--- config.mk ---
export PLATFORM = sky130hd
export DESIGN_NAME = uart_loopback_cfg
export DESIGN_NICKNAME = d
export VERILOG_FILES = /design/src/rtl/uart_loopback_cfg.sv
export SDC_FILE = /design/constraint.sdc
export NUM_CORES = 1
export LEC_CHECK = 0
export CORE_ASPECT_RATIO = 1.25
export CORE_MARGIN = 2
export CORE_UTILIZATION = 50
export CTS_CLUSTER_DIAMETER = 150
export DETAILED_ROUTE_END_ITERATION = 6
export PLACE_DENSITY = 0.71
export RECOVER_POWER = 100
export SLEW_MARGIN = 20
export SYNTH_ARGS = -nofsm -noshare
export SYNTH_HDL_FRONTEND = slang
export SYNTH_SLANG_ARGS = --single-unit
--- constraint.sdc ---
create_clock -name clk_i -period 5.3 [get_ports clk_i]
set_input_delay 0.795 -clock clk_i [delete_from_list [all_inputs] [get_ports clk_i]]
set_output_delay 0.795 -clock clk_i [all_outputs]
set_load 0.005 [all_outputs]
--- src/rtl/uart_loopback_cfg.sv ---
// Configurable UART transmitter/receiver pair with selectable frame format,
// runtime internal/external loopback and receive parity/framing error flags.
module uart_loopback_cfg #(
    parameter int CLKS_PER_BIT = 10417,
    parameter int DATA_BITS    = 8,
    parameter int PARITY_EN    = 0,
    parameter int PARITY_ODD   = 0,
    parameter int STOP_BITS    = 1
) (
    input  logic                 clk_i,
    input  logic                 rst_n_i,
    input  logic                 loopback_i,
    input  logic                 tx_start_i,
    input  logic [DATA_BITS-1:0] tx_byte_i,
    output logic                 tx_active_o,
    output logic                 tx_done_o,
    output logic                 tx_serial_o,
    input  logic                 rx_serial_i,
    output logic                 data_valid_o,
    output logic [DATA_BITS-1:0] rx_byte_o,
    output logic                 parity_err_o,
    output logic                 frame_err_o
);
    localparam int TW   = $clog2(CLKS_PER_BIT);
    localparam int IW   = $clog2(DATA_BITS);
    localparam int HALF = (CLKS_PER_BIT - 1) / 2;

    localparam logic [TW-1:0] BIT_LAST  = TW'(CLKS_PER_BIT - 1);
    localparam logic [TW-1:0] HALF_LAST = TW'(HALF - 1);
    localparam logic [IW-1:0] IDX_LAST  = IW'(DATA_BITS - 1);
    localparam logic          STOP_LAST = (STOP_BITS == 2);
    localparam logic          HAS_PAR   = (PARITY_EN != 0);
    localparam logic          ODD       = (PARITY_ODD != 0);

    typedef enum logic [2:0] {TX_IDLE, TX_START, TX_DATA, TX_PARITY, TX_STOP} tx_state_e;
    typedef enum logic [2:0] {RX_IDLE, RX_START, RX_DATA, RX_PARITY, RX_STOP, RX_WAIT_IDLE} rx_state_e;

    tx_state_e            tx_state_q, tx_state_d;
    logic [TW-1:0]        tx_timer_q, tx_timer_d;
    logic [IW-1:0]        tx_idx_q, tx_idx_d;
    logic                 tx_stop_q, tx_stop_d;
    logic [DATA_BITS-1:0] tx_byte_q, tx_byte_d;
    logic                 tx_serial_q, tx_serial_d;
    logic                 tx_par;

    rx_state_e            rx_state_q, rx_state_d;
    logic [TW-1:0]        rx_timer_q, rx_timer_d;
    logic [IW-1:0]        rx_idx_q, rx_idx_d;
    logic [DATA_BITS-1:0] rx_shift_q, rx_shift_d;
    logic                 rx_par_q, rx_par_d;
    logic [DATA_BITS-1:0] rx_byte_q, rx_byte_d;
    logic                 parity_err_q, parity_err_d;
    logic                 frame_err_q, frame_err_d;
    logic                 data_valid_q, data_valid_d;
    logic [1:0]           sync_q;
    logic                 rx_src, rx_bit;

    assign tx_par = (^tx_byte_q) ^ ODD;

    // Serial output is registered from the next state so the pin never glitches.
    always_comb begin
        tx_state_d  = tx_state_q;
        tx_timer_d  = tx_timer_q;
        tx_idx_d    = tx_idx_q;
        tx_stop_d   = tx_stop_q;
        tx_byte_d   = tx_byte_q;
        tx_serial_d = tx_serial_q;
        case (tx_state_q)
            TX_IDLE: begin
                tx_serial_d = 1'b1;
                if (tx_start_i) begin
                    tx_byte_d   = tx_byte_i;
                    tx_timer_d  = '0;
                    tx_serial_d = 1'b0;
                    tx_state_d  = TX_START;
                end
            end
            TX_START: begin
                if (tx_timer_q == BIT_LAST) begin
                    tx_timer_d  = '0;
                    tx_idx_d    = '0;
                    tx_serial_d = tx_byte_q[0];
                    tx_state_d  = TX_DATA;
                end else begin
                    tx_timer_d = tx_timer_q + TW'(1);
                end
            end
            TX_DATA: begin
                if (tx_timer_q == BIT_LAST) begin
                    tx_timer_d = '0;
                    if (tx_idx_q == IDX_LAST) begin
                        tx_stop_d = 1'b0;
                        if (HAS_PAR) begin
                            tx_serial_d = tx_par;
                            tx_state_d  = TX_PARITY;
                        end else begin
                            tx_serial_d = 1'b1;
                            tx_state_d  = TX_STOP;
                        end
                    end else begin
                        tx_idx_d    = tx_idx_q + IW'(1);
                        tx_serial_d = tx_byte_q[tx_idx_d];
                    end
                end else begin
                    tx_timer_d = tx_timer_q + TW'(1);
                end
            end
            TX_PARITY: begin
                if (tx_timer_q == BIT_LAST) begin
                    tx_timer_d  = '0;
                    tx_stop_d   = 1'b0;
                    tx_serial_d = 1'b1;
                    tx_state_d  = TX_STOP;
                end else begin
                    tx_timer_d = tx_timer_q + TW'(1);
                end
            end
            TX_STOP: begin
                tx_serial_d = 1'b1;
                if (tx_timer_q == BIT_LAST) begin
                    tx_timer_d = '0;
                    if (tx_stop_q == STOP_LAST) begin
                        tx_state_d = TX_IDLE;
                    end else begin
                        tx_stop_d = 1'b1;
                    end
                end else begin
                    tx_timer_d = tx_timer_q + TW'(1);
                end
            end
            default: begin
                tx_serial_d = 1'b1;
                tx_state_d  = TX_IDLE;
            end
        endcase
    end

    always_ff @(posedge clk_i or negedge rst_n_i) begin
        if (!rst_n_i) begin
            tx_state_q  <= TX_IDLE;
            tx_timer_q  <= '0;
            tx_idx_q    <= '0;
            tx_stop_q   <= 1'b0;
            tx_byte_q   <= '0;
            tx_serial_q <= 1'b1;
        end else begin
            tx_state_q  <= tx_state_d;
            tx_timer_q  <= tx_timer_d;
            tx_idx_q    <= tx_idx_d;
            tx_stop_q   <= tx_stop_d;
            tx_byte_q   <= tx_byte_d;
            tx_serial_q <= tx_serial_d;
        end
    end

    assign tx_active_o = (tx_state_q != TX_IDLE);
    assign tx_done_o   = (tx_state_q == TX_STOP) && (tx_timer_q == BIT_LAST) && (tx_stop_q == STOP_LAST);
    assign tx_serial_o = tx_serial_q;

    // Receiver input source, then a 2-flop synchroniser that idles high.
    assign rx_src = loopback_i ? tx_serial_q : rx_serial_i;
    assign rx_bit = sync_q[1];

    always_comb begin
        rx_state_d   = rx_state_q;
        rx_timer_d   = rx_timer_q;
        rx_idx_d     = rx_idx_q;
        rx_shift_d   = rx_shift_q;
        rx_par_d     = rx_par_q;
        rx_byte_d    = rx_byte_q;
        parity_err_d = parity_err_q;
        frame_err_d  = frame_err_q;
        data_valid_d = 1'b0;
        case (rx_state_q)
            RX_IDLE: begin
                if (!rx_bit) begin
                    rx_timer_d = '0;
                    rx_state_d = RX_START;
                end
            end
            RX_START: begin
                // A start bit that is gone by mid-bit is treated as a glitch.
                if (rx_timer_q == HALF_LAST) begin
                    rx_timer_d = '0;
                    rx_idx_d   = '0;
                    rx_state_d = rx_bit ? RX_IDLE : RX_DATA;
                end else begin
                    rx_timer_d = rx_timer_q + TW'(1);
                end
            end
            RX_DATA: begin
                if (rx_timer_q == BIT_LAST) begin
                    rx_timer_d = '0;
                    rx_shift_d = {rx_bit, rx_shift_q[DATA_BITS-1:1]};
                    if (rx_idx_q == IDX_LAST) begin
                        rx_state_d = HAS_PAR ? RX_PARITY : RX_STOP;
                    end else begin
                        rx_idx_d = rx_idx_q + IW'(1);
                    end
                end else begin
                    rx_timer_d = rx_timer_q + TW'(1);
                end
            end
            RX_PARITY: begin
                if (rx_timer_q == BIT_LAST) begin
                    rx_timer_d = '0;
                    rx_par_d   = rx_bit;
                    rx_state_d = RX_STOP;
                end else begin
                    rx_timer_d = rx_timer_q + TW'(1);
                end
            end
            RX_STOP: begin
                if (rx_timer_q == BIT_LAST) begin
                    rx_timer_d   = '0;
                    data_valid_d = 1'b1;
                    rx_byte_d    = rx_shift_q;
                    parity_err_d = HAS_PAR & ((^rx_shift_q) ^ ODD ^ rx_par_q);
                    frame_err_d  = ~rx_bit;
                    rx_state_d   = rx_bit ? RX_IDLE : RX_WAIT_IDLE;
                end else begin
                    rx_timer_d = rx_timer_q + TW'(1);
                end
            end
            RX_WAIT_IDLE: begin
                if (rx_bit) begin
                    rx_state_d = RX_IDLE;
                end
            end
            default: begin
                rx_state_d = RX_IDLE;
            end
        endcase
    end

    always_ff @(posedge clk_i or negedge rst_n_i) begin
        if (!rst_n_i) begin
            sync_q       <= 2'b11;
            rx_state_q   <= RX_IDLE;
            rx_timer_q   <= '0;
            rx_idx_q     <= '0;
            rx_shift_q   <= '0;
            rx_par_q     <= 1'b0;
            rx_byte_q    <= '0;
            parity_err_q <= 1'b0;
            frame_err_q  <= 1'b0;
            data_valid_q <= 1'b0;
        end else begin
            sync_q       <= {sync_q[0], rx_src};
            rx_state_q   <= rx_state_d;
            rx_timer_q   <= rx_timer_d;
            rx_idx_q     <= rx_idx_d;
            rx_shift_q   <= rx_shift_d;
            rx_par_q     <= rx_par_d;
            rx_byte_q    <= rx_byte_d;
            parity_err_q <= parity_err_d;
            frame_err_q  <= frame_err_d;
            data_valid_q <= data_valid_d;
        end
    end

    assign data_valid_o = data_valid_q;
    assign rx_byte_o    = rx_byte_q;
    assign parity_err_o = parity_err_q;
    assign frame_err_o  = frame_err_q;

endmodule

==> impl_results.md <==
* Status: completed
* Worst setup SP type: flop
* First DRT Iteration DRCs at around 150
* Maximum vdd drop at between 0.15 and 0.2 mV
* Vias per inst at roughly 5.7
* CP Data Required Time at around 4.5 ns
* Post-synth EDFFs at 0
* Area growth from synthesis to layout at 14.03%
* Pwr per Cell Area at between 300 and 400 mW/mm^2
* Final worst slack at ~1.7 ns
* TNS Setup at 0 ns
* Syn avg cell area at between 10 and 15 um^2
* Port Buf Inserts at 25
* CTS tree: built
* Yosys Warn Count at 0
* Sink Count at between 60 and 70
* Filler cell count at between 600 and 700
* Crit path DAT at 2.84 ns
* Post-Syn Instances at about 340
* Clk slew on worst S/H paths at ~0.080 ns
* Minimum clock period at approximately 3.6 ns
* Detailed Route WL at 6.627 mm
* Root Driver: clkbuf_8
* Starting density of the core at 0.5144
* Final critical-path share of the clock period at 0.6860
* TritonCTS Buffers at 9
* I/O pin cnt at 27
* FMAX at ~0.28 GHz
* First-pass GRT wire length at ~12 mm
* N_diodes at 0
* Antenna violations before repair at 0
* FFs w/ async S/R, synth at 1.000
* Post-route ant nets at 0
* Layout cell share with drive strength beyond 1 at 0.1559
* CTS Buffer Depth at 2
* Final Hold Viols at 0
* R2R cell count at 5
* Later-pin clock latency in the skew report at around 0.34 ns
* Synthesized flop and latch total at 69
* Final setup vio count at 0
* GRT Util Overall at 0.1889
* Pins Over Slew Limit at 0
* Synth cell types at 59
* Die area at 0.007830 mm^2
* WHS Path Cells at 0
* Mapped Area at between 0.003 and 0.004 mm^2
* Post-CTS setup buffers at 0
* Total Nets Final at roughly 390
* Final setup skew at about 0.008 ns
* Post-Synthesis Net Count at ~370
* Pre-CTS WS at roughly 2.0 ns
* Post_cts resized at 0
* Cts hold-fix bufs at 0
* Die width at 79.55 um
* Relative slew margins at 0.02721
* WL/cell at 14.34 um
* Fin Hold WS at 0.3563 ns
* Post-layout util at 0.5866
* Worst-path maximum fanout at 6
* Sequential fraction of the synthesis area at 0.4851
* P_leak at ~1.8 nW
* Main synth FF type: dfrtp_1
* Multi-input gate area at roughly 0.0016 mm^2
* Pre-Repair DR Iteration Count at 4
* Vias in the first global route at between 2000 and 3000
* Largest net degree at the start of global routing at 70
* RSZ-0062 raised after global routing: false
* DIE HEIGHT at between 90 and 100 um
* Core Area at 0.006934 mm^2
* H-tree levels at 3
* Setup CP Type: reg -> out
* Worst-margin pin slew at 1.446 ns
* Worst min-delay path class: reg -> reg
* Dpl hpwl at approximately 4.5 mm
* Sequential Area at 0.001730 mm^2
* Crit end category: output port
* DRC Markers at 0
* Routability cong. at 0.8833
* Total global routing overflow at 0
* Max-cap violations at 0
* DR vias at ~2700
* Rows at 34
## layout by cell type, fill, tap and decap left out, types with 5 or more instances in the layout
master / netlist / layout
mux2_2: 28 / 27
ha_1: 8 / 8
nor2_1: 27 / 27
dfrtp_1: 66 / 66
inv_1: 21 / 21
a31oi_1: 5 / 5
nand4_1: 8 / 8
and2_1: 5 / 5
xnor2_1: 6 / 6
nor3_1: 13 / 13
clkdlybuf4s50_1: 0 / 10
dlygate4sd3_1: 0 / 14
nand2_1: 25 / 25
o21ai_0: 20 / 20
a21oi_1: 12 / 12
nand3_1: 11 / 11
and3_1: 8 / 8
nand2b_1: 6 / 6
clkbuf_8: 0 / 9
## power by group
group | internal [W] | leakage, nW | switching, W
Sequential | 0.000576 | 0.909 | 0.0000343
Combinational | 0.0000652 | 0.818 | 0.0000524
Clock | 0.000315 | 0.120 | 0.000213
Total | 0.000956 | 1.85 | 0.000299
## cell usage after synthesis, types with 5 or more instances
cell type	count	area [um^2]
ha_1	8	100.1
nand2_1	25	93.84
and2_1	5	31.28
xnor2_1	6	52.55
o21ai_0	20	100.1
inv_1	21	78.83
nor3_1	13	65.06
nor2_1	27	101.4
dfrtp_1	66	1652
nand3_1	11	55.05
mux2_2	28	315.3
nand4_1	8	50.05
a21oi_1	12	60.06
and3_1	8	50.05
clkbuf_1	8	30.03
a31oi_1	5	31.28
nand2b_1	6	37.54
## per-layer routing
metal	vias up	track usage	share of wire
met5	-	0	0
met4	0	0.09947	0.024
met3	14	0.03480	0.029
met2	58	0.3167	0.51
met1	1293	0.2290	0.44
li1	1290	-	-
## worst max-delay path, cell delays in order, from the launching register on
cell and delay (ns):
dfrtp_1 0.43, or4b_2 0.69, or4_1 0.65, nor2_1 0.15, dlygate4sd3_1 0.58
## flip-flops by register name, summed over array words and instances, names as in the netlist
name and flops:
tx_byte_q 8, sync_q 2, rx_state_q 3, rx_idx_q 3, frame_err_o 1, tx_state_q 3
rx_shift_q 8, data_valid_o 1, rx_timer_q 14, rx_byte_o 8, tx_timer_q 14, tx_idx_q 3
tx_serial_o 1
## kinds of logic (layout without fill, tap and decap cells)
family,after synthesis,in the layout,share of synthesized area
buf+inv,35,63,0.04314
xor+xnor,8,8,0.01964
fa+ha+maj,8,8,0.02806
other cells,1,1,0.001051
compound gates,61,61,0.1151
mux,32,32,0.1066
simple gates,130,130,0.2013
flops,69,69,0.4851
## worst paths after layout
kind,from,to,slack (ns)
max,tx_timer_q[10],tx_done_o,1.66
min,sync_q[0],sync_q[1],0.36
max reg2reg,tx_timer_q[10],tx_timer_q[11],1.81
min reg2reg,sync_q[0],sync_q[1],0.36
max in group asynchronous,rst_n_i,tx_idx_q[0],4.11
min in group asynchronous,rst_n_i,rx_byte_o[1],0.64
## stage by stage
step	total power [W]	instances	instance area [um^2]
after floorplan	0.0006943	344	3567
after global placement	0.0007389	446	3857
after detailed placement	0.0007447	446	3857
after CTS	0.001271	462	4105
after global routing	0.001319	462	4068
final	0.001256	462	4068
## cell type report
cell class                      count  share of cell area
Tap cell                           90             0.02768
Sequential cell                    69              0.4254
Inverter                           21             0.01938
Clock inverter                      7             0.03045
Timing Repair Buffer               26             0.06213
Clock buffer                        9             0.03045
Multi-Input combinational cell    240              0.4045
Note: power is estimated with default switching activity, not from simulation.
